==> src/rtl/rom_loader_pkg.sv <==
// Shared definitions for the instruction-ROM loader: state encoding, byte-index width
// and the ROM address width. ROM_LOADER_CHECKSUM_EN adds the CHECK state.
package rom_loader_pkg;

    localparam int ROM_ADDRESS_BITWIDTH = 14;
    localparam int BYTE_IDX_W           = 2;

    typedef enum logic [2:0] {
        ST_HEADER = 3'd0,
        ST_LOAD   = 3'd1,
`ifdef ROM_LOADER_CHECKSUM_EN
        ST_CHECK  = 3'd2,
`endif
        ST_DONE   = 3'd3,
        ST_ERROR  = 3'd4
    } state_t;

    // States in which the loader is willing to take bytes from the stream.
    function automatic logic state_accepts_bytes(input state_t s);
        logic w_ok;
        w_ok = (s == ST_HEADER) || (s == ST_LOAD);
`ifdef ROM_LOADER_CHECKSUM_EN
        w_ok = w_ok || (s == ST_CHECK);
`endif
        return w_ok;
    endfunction

endpackage

==> src/rtl/rom_loader_if.sv <==
// Byte-stream input (valid/ready) and ROM write port of the loader.
// Transfer happens on a rising clock edge where in_valid and in_ready are both 1;
// in_ready never depends on in_valid, and rom_wren is a single-cycle write strobe.
interface rom_loader_if
    import rom_loader_pkg::*;
#(
    parameter int ADDRESS_WIDTH = ROM_ADDRESS_BITWIDTH
);
    logic                     in_valid;
    logic [7:0]               in_data;
    logic                     in_ready;
    logic                     rom_wren;
    logic [ADDRESS_WIDTH-1:0] rom_address;
    logic [31:0]              rom_write_data;

    modport master (
        output in_valid, in_data,
        input  in_ready, rom_wren, rom_address, rom_write_data
    );

    modport slave (
        input  in_valid, in_data,
        output in_ready, rom_wren, rom_address, rom_write_data
    );
endinterface

==> src/rtl/rom_loader_byte_to_word_assembler.sv <==
// Collects four accepted bytes into a little-endian word. The word and its one-cycle
// valid are presented combinationally with the 4th byte so the loader can register the write.
module rom_loader_byte_to_word_assembler
    import rom_loader_pkg::*;
(
    input  logic        clk,
    input  logic        reset,
    input  logic        i_clear,
    input  logic        i_valid,
    input  logic [7:0]  i_data,
    output logic [31:0] o_word,
    output logic        o_word_valid
);

    logic [BYTE_IDX_W-1:0] r_idx;
    logic [23:0]           r_low;

    always_ff @(posedge clk) begin
        if (reset || i_clear) begin
            r_idx <= '0;
            r_low <= '0;
        end else if (i_valid) begin
            r_idx <= r_idx + BYTE_IDX_W'(1);
            case (r_idx)
                2'd0:    r_low[7:0]   <= i_data;
                2'd1:    r_low[15:8]  <= i_data;
                2'd2:    r_low[23:16] <= i_data;
                default: ;
            endcase
        end
    end

    // The top byte is never stored: it is taken straight from the input.
    assign o_word       = {i_data, r_low};
    assign o_word_valid = i_valid && (r_idx == 2'd3);

endmodule

==> src/rtl/rom_loader.sv <==
// Fills the instruction ROM from a byte stream (header word count N, then N words)
// and holds the CPU in reset until loading completes. Checksum: ROM_LOADER_CHECKSUM_EN.
module rom_loader
    import rom_loader_pkg::*;
#(
    parameter int ADDRESS_WIDTH = ROM_ADDRESS_BITWIDTH,
    parameter int COUNT_WIDTH   = 32
)
(
    input  logic                   clk,
    input  logic                   reset,
    input  logic                   restart,
    rom_loader_if.slave            bus,
    output logic                   cpu_reset_n,
    output logic                   done,
    output logic                   error,
    output logic [COUNT_WIDTH-1:0] words_loaded,
    output state_t                 o_dbg_state
);

    localparam logic [COUNT_WIDTH-1:0] CAPACITY = COUNT_WIDTH'(1) << (ADDRESS_WIDTH - 2);

    state_t                   r_state, w_state_next;
    logic                     r_in_ready, r_done, r_error, r_cpu_reset_n;
    logic                     r_rom_wren, w_rom_wren_next;
    logic [ADDRESS_WIDTH-1:0] r_rom_address, w_rom_address_next;
    logic [31:0]              r_rom_write_data, w_rom_write_data_next;
    logic [COUNT_WIDTH-1:0]   r_words, w_words_next, w_words_inc;
    logic [COUNT_WIDTH-1:0]   r_count_n, w_count_n_next, w_header_n;
    logic                     w_accept, w_asm_valid, w_restart;
    logic [31:0]              w_word;
    logic                     w_word_valid;
`ifdef ROM_LOADER_CHECKSUM_EN
    logic [7:0]               r_sum, w_sum_next;
`endif

    assign w_accept    = bus.in_valid && r_in_ready;
    assign w_asm_valid = w_accept && ((r_state == ST_HEADER) || (r_state == ST_LOAD));
    assign w_restart   = restart && ((r_state == ST_DONE) || (r_state == ST_ERROR));
    assign w_words_inc = r_words + COUNT_WIDTH'(1);
    assign w_header_n  = COUNT_WIDTH'(w_word);

    rom_loader_byte_to_word_assembler u_asm (
        .clk          (clk),
        .reset        (reset),
        .i_clear      (w_restart),
        .i_valid      (w_asm_valid),
        .i_data       (bus.in_data),
        .o_word       (w_word),
        .o_word_valid (w_word_valid)
    );

    always_comb begin
        w_state_next          = r_state;
        w_count_n_next        = r_count_n;
        w_words_next          = r_words;
        w_rom_wren_next       = 1'b0;
        w_rom_address_next    = r_rom_address;
        w_rom_write_data_next = r_rom_write_data;
`ifdef ROM_LOADER_CHECKSUM_EN
        w_sum_next            = r_sum;
`endif
        case (r_state)
            ST_HEADER: begin
`ifdef ROM_LOADER_CHECKSUM_EN
                w_sum_next = '0;
`endif
                if (w_word_valid) begin
                    w_count_n_next = w_header_n;
                    if (w_header_n > CAPACITY) begin
                        w_state_next = ST_ERROR;
                    end else if (w_header_n == '0) begin
`ifdef ROM_LOADER_CHECKSUM_EN
                        w_state_next = ST_CHECK;
`else
                        w_state_next = ST_DONE;
`endif
                    end else begin
                        w_state_next = ST_LOAD;
                    end
                end
            end
            ST_LOAD: begin
`ifdef ROM_LOADER_CHECKSUM_EN
                if (w_accept) w_sum_next = r_sum + bus.in_data;
`endif
                // The write is registered, so it lands on the cycle after the 4th byte.
                if (w_word_valid) begin
                    w_rom_wren_next       = 1'b1;
                    w_rom_address_next    = {r_words[ADDRESS_WIDTH-3:0], 2'b00};
                    w_rom_write_data_next = w_word;
                    w_words_next          = w_words_inc;
                    if (w_words_inc == r_count_n) begin
`ifdef ROM_LOADER_CHECKSUM_EN
                        w_state_next = ST_CHECK;
`else
                        w_state_next = ST_DONE;
`endif
                    end
                end
            end
`ifdef ROM_LOADER_CHECKSUM_EN
            ST_CHECK: begin
                if (w_accept) w_state_next = (bus.in_data == r_sum) ? ST_DONE : ST_ERROR;
            end
`endif
            ST_DONE, ST_ERROR: begin
                if (restart) begin
                    w_state_next   = ST_HEADER;
                    w_words_next   = '0;
                    w_count_n_next = '0;
                end
            end
            default: w_state_next = ST_HEADER;
        endcase
    end

    // Status outputs are registered from the next state, so they change with the state.
    always_ff @(posedge clk) begin
        if (reset) begin
            r_state          <= ST_HEADER;
            r_in_ready       <= 1'b0;
            r_done           <= 1'b0;
            r_error          <= 1'b0;
            r_cpu_reset_n    <= 1'b0;
            r_rom_wren       <= 1'b0;
            r_rom_address    <= '0;
            r_rom_write_data <= '0;
            r_words          <= '0;
            r_count_n        <= '0;
`ifdef ROM_LOADER_CHECKSUM_EN
            r_sum            <= '0;
`endif
        end else begin
            r_state          <= w_state_next;
            r_in_ready       <= state_accepts_bytes(w_state_next);
            r_done           <= (w_state_next == ST_DONE);
            r_error          <= (w_state_next == ST_ERROR);
            r_cpu_reset_n    <= (w_state_next == ST_DONE);
            r_rom_wren       <= w_rom_wren_next;
            r_rom_address    <= w_rom_address_next;
            r_rom_write_data <= w_rom_write_data_next;
            r_words          <= w_words_next;
            r_count_n        <= w_count_n_next;
`ifdef ROM_LOADER_CHECKSUM_EN
            r_sum            <= w_sum_next;
`endif
        end
    end

    assign bus.in_ready       = r_in_ready;
    assign bus.rom_wren       = r_rom_wren;
    assign bus.rom_address    = r_rom_address;
    assign bus.rom_write_data = r_rom_write_data;
    assign cpu_reset_n        = r_cpu_reset_n;
    assign done               = r_done;
    assign error              = r_error;
    assign words_loaded       = r_words;
    assign o_dbg_state        = r_state;

endmodule

==> src/flat_wrapper.sv <==
// flat-port wrapper written by rule: the top's interface ports become plain ports
module rom_loader_flat import rom_loader_pkg::*;
#(
    parameter int ADDRESS_WIDTH = ROM_ADDRESS_BITWIDTH,
    parameter int COUNT_WIDTH   = 32
)
  (clk, reset, restart, cpu_reset_n, done, error, words_loaded, o_dbg_state, bus_in_valid, bus_in_data, bus_in_ready, bus_rom_wren, bus_rom_address, bus_rom_write_data);
  rom_loader_if #(.ADDRESS_WIDTH(ADDRESS_WIDTH)) bus_i ();
  input  logic clk;
  input  logic reset;
  input  logic restart;
  output logic cpu_reset_n;
  output logic done;
  output logic error;
  output logic [COUNT_WIDTH-1:0] words_loaded;
  output state_t o_dbg_state;
  input wire logic [$bits(bus_i.in_valid)-1:0] bus_in_valid;
  input wire logic [$bits(bus_i.in_data)-1:0] bus_in_data;
  output wire logic [$bits(bus_i.in_ready)-1:0] bus_in_ready;
  output wire logic [$bits(bus_i.rom_wren)-1:0] bus_rom_wren;
  output wire logic [$bits(bus_i.rom_address)-1:0] bus_rom_address;
  output wire logic [$bits(bus_i.rom_write_data)-1:0] bus_rom_write_data;
  assign bus_i.in_valid = bus_in_valid;
  assign bus_i.in_data = bus_in_data;
  assign bus_in_ready = bus_i.in_ready;
  assign bus_rom_wren = bus_i.rom_wren;
  assign bus_rom_address = bus_i.rom_address;
  assign bus_rom_write_data = bus_i.rom_write_data;
  rom_loader #(.ADDRESS_WIDTH(ADDRESS_WIDTH), .COUNT_WIDTH(COUNT_WIDTH)) u_core (.clk(clk), .reset(reset), .restart(restart), .bus(bus_i), .cpu_reset_n(cpu_reset_n), .done(done), .error(error), .words_loaded(words_loaded), .o_dbg_state(o_dbg_state));
endmodule
==> config.mk <==
export PLATFORM = sky130hd
export DESIGN_NAME = rom_loader_flat
export DESIGN_NICKNAME = d
export VERILOG_FILES = /design/src/rtl/rom_loader_pkg.sv /design/src/rtl/rom_loader_if.sv /design/src/rtl/rom_loader_byte_to_word_assembler.sv /design/src/rtl/rom_loader.sv /design/src/flat_wrapper.sv
export SDC_FILE = /design/constraint.sdc
export NUM_CORES = 1
export LEC_CHECK = 0
export ABC_CLOCK_PERIOD_IN_PS = 3700
export CORE_ASPECT_RATIO = 2
export CORE_MARGIN = 1
export CORE_UTILIZATION = 26
export DETAILED_ROUTE_END_ITERATION = 10
export HOLD_SLACK_MARGIN = 0.06
export PLACE_DENSITY = 0.55
export SETUP_SLACK_MARGIN = 0.15
export SYNTH_ARGS = -nofsm -noshare
export SYNTH_HDL_FRONTEND = slang
export SYNTH_SLANG_ARGS = --single-unit
==> constraint.sdc <==
create_clock -name clk -period 3.7 [get_ports clk]
set_input_delay 1.11 -clock clk [delete_from_list [all_inputs] [get_ports clk]]
set_output_delay 1.11 -clock clk [all_outputs]
set_load 0.01 [all_outputs]
---- After elaboration in Yosys (flattened, before gate mapping) ----
Cells that the tools add are included.
word-level totals
  latch bits .............................. 0
  memory bits (writable) .................. 0
  memories ................................ 0
  flip-flop bits (word level) ............. 141
  memory bits (read-only) ................. 0
cells by class
  add/sub/neg operators ................... 2
  bitwise gates (word level) .............. 1
  $lt $le $gt $ge ......................... 1
  mux-type cells .......................... 13
  reduce and logical (&&, ||, !) cells .... 22
  shifts and indexed selects .............. 0
  multipliers ............................. 0
  divide/modulo/power cells ............... 0
  eq/ne operators ......................... 13
operators with widths
  cell                                                             count
  case mux 32 bit (2 select lines)                                 2
  2-to-1 mux 32 bit                                                3
  adder 32 x 1 -> 32 bit, second input constant                    1
  == test 32 bit                                                   1
  greater-than comparator 32 x 13 -> 1 bit, second input constant  1
  zero test 32 bit                                                 1
  2-to-1 mux 3 bit                                                 5
  case mux 3 bit (3 select lines)                                  1
  AND reduction 2 bit                                              4
  == test 3 x 1 -> 1 bit, second input constant                    2
  == test 3 x 2 -> 1 bit, second input constant                    2
  == test 3 bit, second input constant                             2
  zero test 3 bit                                                  2
  != test 2 bit, second input constant                             3
  AND reduction 3 bit                                              2
  == test 2 bit, second input constant                             2
  logical AND 1 bit                                                4
  logical OR 1 bit                                                 4
  nonzero test 2 bit                                               2
  OR reduction 2 bit                                               2
  adder 2 x 1 -> 2 bit, second input constant                      1
  == test 2 x 1 -> 1 bit, second input constant                    1
  zero test 2 bit                                                  1
  2-to-1 mux 2 bit                                                 1
  2 further kinds                                                  2

---- Longest topological paths before layout ----
  depth in word-level cells ............... 8
  depth in mapped cells ................... 9

---- Cells and area by module ----
A second synthesis with hierarchy kept.
unflattened totals
  cells, all modules ...................... 874
  area total of the unflattened synthesis .. 7033.0 um2
modules (own cells, without submodules)
  module                             sequential area each (um2)  area an instance (um2)  cells each  times used
  rom_loader                         2302.2                      5642.9                  741         1
  rom_loader_byte_to_word_assembler  520.5                       1390.1                  133         1

---- Worst setup path after synthesis ----
Ideal clock, no wire load.
  kind .................................... register -> register
  start point ............................. register u_core.r_words[0], in the netlist u_core.words_loaded[0]
  end point ............................... register u_core.r_done, in the netlist u_core.done
  path slack .............................. 0.727 ns
  cell stages (with the launch flop) ...... 10
  setup time .............................. 0.092 ns
  arrival time ............................ 2.880 ns
  buffers on the path ..................... 1
  cell sequence ........................... dfxtp_1 ha_1 clkbuf_2 nand3_2 nor3_1 nand4_1 mux2i_1 or4_1 or4_4 o32ai_1
between the ends
  word-level cells in the longest chain between the ends .. 6
ends and longest elaborated chain
  element                          line               text
  start: declaration               rom_loader.sv:28   logic [COUNT_WIDTH-1:0] r_words, w_words_next, w_words_inc;
  start signal: assignment         rom_loader.sv:143  r_words <= w_words_next;
  adder 32 x 1 -> 32 bit           rom_loader.sv:40   assign w_words_inc = r_words + COUNT_WIDTH'(1);
  == test 32 bit                   rom_loader.sv:93   if (w_words_inc == r_count_n) begin
  2-to-1 mux 3 bit                 rom_loader.sv:93
  2-to-1 mux 3 bit                 rom_loader.sv:88   if (w_word_valid) begin
  case mux 3 bit (3 select lines)  rom_loader.sv:63   case (r_state)
  == test 3 x 2 -> 1 bit           rom_loader.sv:137  r_done <= (w_state_next == ST_DONE);
  end signal: assignment           rom_loader.sv:137
  end: declaration                 rom_loader.sv:24   logic r_in_ready, r_done, r_error, r_cpu_reset_n;
Every way passes these cells.
A chain may end at the register's enable or synchronous reset.

---- Worst setup path after layout ----
  start point ............................. register u_core.r_words[0], in the netlist u_core.words_loaded[0]
  end point ............................... register u_core.r_in_ready, in the netlist u_core.bus.in_ready
between the ends
  word-level cells in the longest chain between the ends .. 7
  elaborated cells on any way between the ends .. 8
ends and longest elaborated chain
  element                                                           line                  text
  adder 32 x 1 -> 32 bit *                                          rom_loader.sv:40
  == test 32 bit *                                                  rom_loader.sv:93
  2-to-1 mux 3 bit *                                                rom_loader.sv:93
  2-to-1 mux 3 bit *                                                rom_loader.sv:88
  case mux 3 bit (3 select lines) *                                 rom_loader.sv:63
  == test 3 x 1 -> 1 bit / zero test 3 bit (equally long branches)  rom_loader_pkg.sv:21  w_ok = (s == ST_HEADER) || (s == ST_LOAD);
  logical OR 1 bit *                                                rom_loader_pkg.sv:21
  end signal: assignment                                            rom_loader.sv:136     r_in_ready <= state_accepts_bytes(w_state_next);
  end: declaration                                                  rom_loader.sv:24
Every way passes the cells marked *; elsewhere a longest branch is shown, timed or not.

==> out/qor.csv <==
metric,value,unit
clock_sinks,141,
fin_tns_setup,0,ns
io_buffers,95,
dp.cells,1260,
synth.distinct_cells,60,
die_w,115,um
vias_per_cell,4.97,
finalMaxSlewViolations,0,
start_util,0.265,
critPathBufInv,0,
vias,6426,
grt_overflow,0,
max_stage_delay,0.52,ns
worst_setup_path_end_kind,flip-flop,
cts_root_buffer,clkbuf_16,
max-vdd-ir-drop,306,uV
layout.cells.most_common,nand2_1,
relSlewSlack,0.209,
fin_skew,0.00935,ns
track_usage,0.175,
final_cell_mix,"180 x nand2_1, 141 x dfxtp_1, 132 x a21oi_1, 94 x clkdlybuf4s50_1, 71 x nand3_1",
cts_tree,done,
wl_met1,8.32,mm
layout.nets,960,
gp_congestion,0.896,
yosys_warnings,0,
slowest_stage,or3_1,
stdcell_count,1292,
crit_path_max_fanout,9,
ctsResizeCount,0,
numCtsBuffers,17,
cp_data_arrival_time,3.48,ns
antenna_found_initial,0,
die_h,228,um
grt_first_pass_wirelength,35.2,mm
worst_slew_pin_slew,1.18,ns
hp-class,reg -> reg,
drt-initial-drc-count,252,
rows,82,
drt_drc_violations_left,0,
synth.yosys.seq_area_share,0.424,
top_layer,met4,
r2r_end,u_core.bus.in_ready,
avgSynthCellArea,7.71,um^2
cp-startpoint,u_core.words_loaded[0],
fin_ws,0.559,ns
leakage,2.86,nW
dp_hpwl,16.1,mm
timing.final.crit_share,0.849,
crit-reg2reg-launch,u_core.words_loaded[0],
synth-main-ff-cell,dfxtp_1,
diodes,0,
reg2reg_slack,0.56,ns
post_cts_buffers,0,
synth-edff-count,0,
crit_path_end,u_core.bus.in_ready,
critPathLaunchType,flip-flop,
die_area,0.0263,mm^2
ant_nets,0,
rsz0062_at_grt,false,
cap_violations,0,
coreArea,0.0251,mm^2
clk_pin_slew_worst_paths,0.06,ns
powerDensity,396,mW/mm^2
wl_per_cell,17.0,um
place_ws,0.285,ns
cts_max_level,4,
status,completed,
wl,22.0,mm
n_fill_cell,2664,
crit_family,simple AND/OR/NAND/NOR gates,
path_cells,ha_1 > nand3_2 > or3_1 > nor4_2 > a21oi_1 > a2111o_1 > or3b_1 > o21a_1,
clk_latency,0.44,ns
io_pins,98,
clock_path_buffers,2,
critPathKind,reg -> reg,
synthCells,863,
async_reset_ff_frac,0,
grt_max_degree,77,
fmax,0.318,GHz
synth_area,0.00666,mm^2
cp_num_cells,8,
ctsHoldBuffers,0,
rr_worst_depth,8,
final-setup-viol-count,0,
grt_pass1_vias,6400,
post-route-min-period,3.14,ns
met3_length,675,um
finalPower,0.00343,W
firstDrtPassIters,5,
hold_ws,0.452,ns
hold_violations,0,
required,4.04,ns
ys_ff_latch,141,
drive_gt1_frac,0.0847,
dr_wl_met2,12.2,mm
syn_to_final_growth,30.0,%
==> report_power, final <==
part	leakage (nW)	internal, W	switching (W)
logic	1.44	0.0000353	0.0000732
clock network	0.282	0.00108	0.000700
registers	1.14	0.00153	0.0000120
==> through the flow <==
step           area, um^2   util
2_1_floorplan        6660      -
3_3_place_gp         8050  0.320
3_5_place_dp         8050  0.320
4_1_cts              8650  0.344
5_1_grt              8650  0.344
6_report             8650  0.344
==> registers in the layout (all words and copies together), names as in the netlist <==
register,cells
u_core.bus.rom_address,12
u_core.bus.in_ready,1
u_core.error,1
u_core.o_dbg_state,3
u_core.bus.rom_write_data,32
u_core.u_asm.r_low,24
u_core.bus.rom_wren,1
u_core.done,1
u_core.words_loaded,32
u_core.u_asm.r_idx,2
u_core.r_count_n,32
==> worst reg2reg max path, stage by stage (launching register included) <==
cell,delay (ns)
dfxtp_1,0.50
ha_1,0.25
nand3_2,0.15
or3_1,0.52
nor4_2,0.50
a21oi_1,0.14
a2111o_1,0.43
or3b_1,0.39
o21a_1,0.17
==> cell families after synthesis <==
group	synth area share
flip-flops	0.424
AO/OA/AOI/OAI	0.166
XOR/XNOR	0.0579
AND/OR/NAND/NOR	0.285
buffers and inverters	0.0466
other	0.000563
multiplexers	0.0107
adder cells (fa/ha/maj)	0.00940
==> cell usage after synthesis, types with 4 or more instances <==
master | count | area (um^2)
or3_1 | 6 | 37.5
clkbuf_1 | 55 | 206
nand2_1 | 180 | 676
xnor2_1 | 28 | 245
and4_1 | 9 | 78.8
and3_1 | 9 | 56.3
dfxtp_1 | 141 | 2820
nand4_1 | 13 | 81.3
mux2i_1 | 6 | 60.1
inv_1 | 6 | 22.5
ha_1 | 5 | 62.6
xor2_1 | 16 | 140
a311oi_1 | 14 | 123
nand3_1 | 72 | 360
and2_1 | 6 | 37.5
o21ai_0 | 21 | 105
a31oi_1 | 6 | 37.5
nor2_1 | 44 | 165
buf_2 | 6 | 30.0
or4_1 | 5 | 37.5
nor4_1 | 10 | 62.6
a21oi_1 | 133 | 666
nor3_1 | 14 | 70.1
buf_4 | 4 | 30.0
==> worst min path at each step <==
stage,cells after the start,endpoint,start
floorplan,2,u_core.r_count_n[14],u_core.r_count_n[14]
global placement,2,u_core.bus.rom_address[10],u_core.bus.rom_address[10]
detailed placement,2,u_core.bus.rom_write_data[16],u_core.bus.rom_write_data[16]
CTS,2,u_core.bus.rom_address[10],u_core.bus.rom_address[10]
global route,2,u_core.bus.rom_address[10],u_core.bus.rom_address[10]
finish,2,u_core.bus.rom_address[10],u_core.bus.rom_address[10]
==> layout make-up <==
class	instances	area [um^2]	area share
flip-flops and latches	141	2820	0.326
well taps	336	420	0.0486
multi-input cells	647	3540	0.410
clock inverters	13	164	0.0189
inverters	6	22.5	0.00260
repair buffers	130	1240	0.143
clock buffers	19	443	0.0512
==> metal layers <==
metal,vias to the layer above,global-route usage
met3,49,0.0297
met4,0,0.0897
met5,-,0
met1,3026,0.181
met2,153,0.328
li1,3198,-
(Power assumes the default switching activity.)
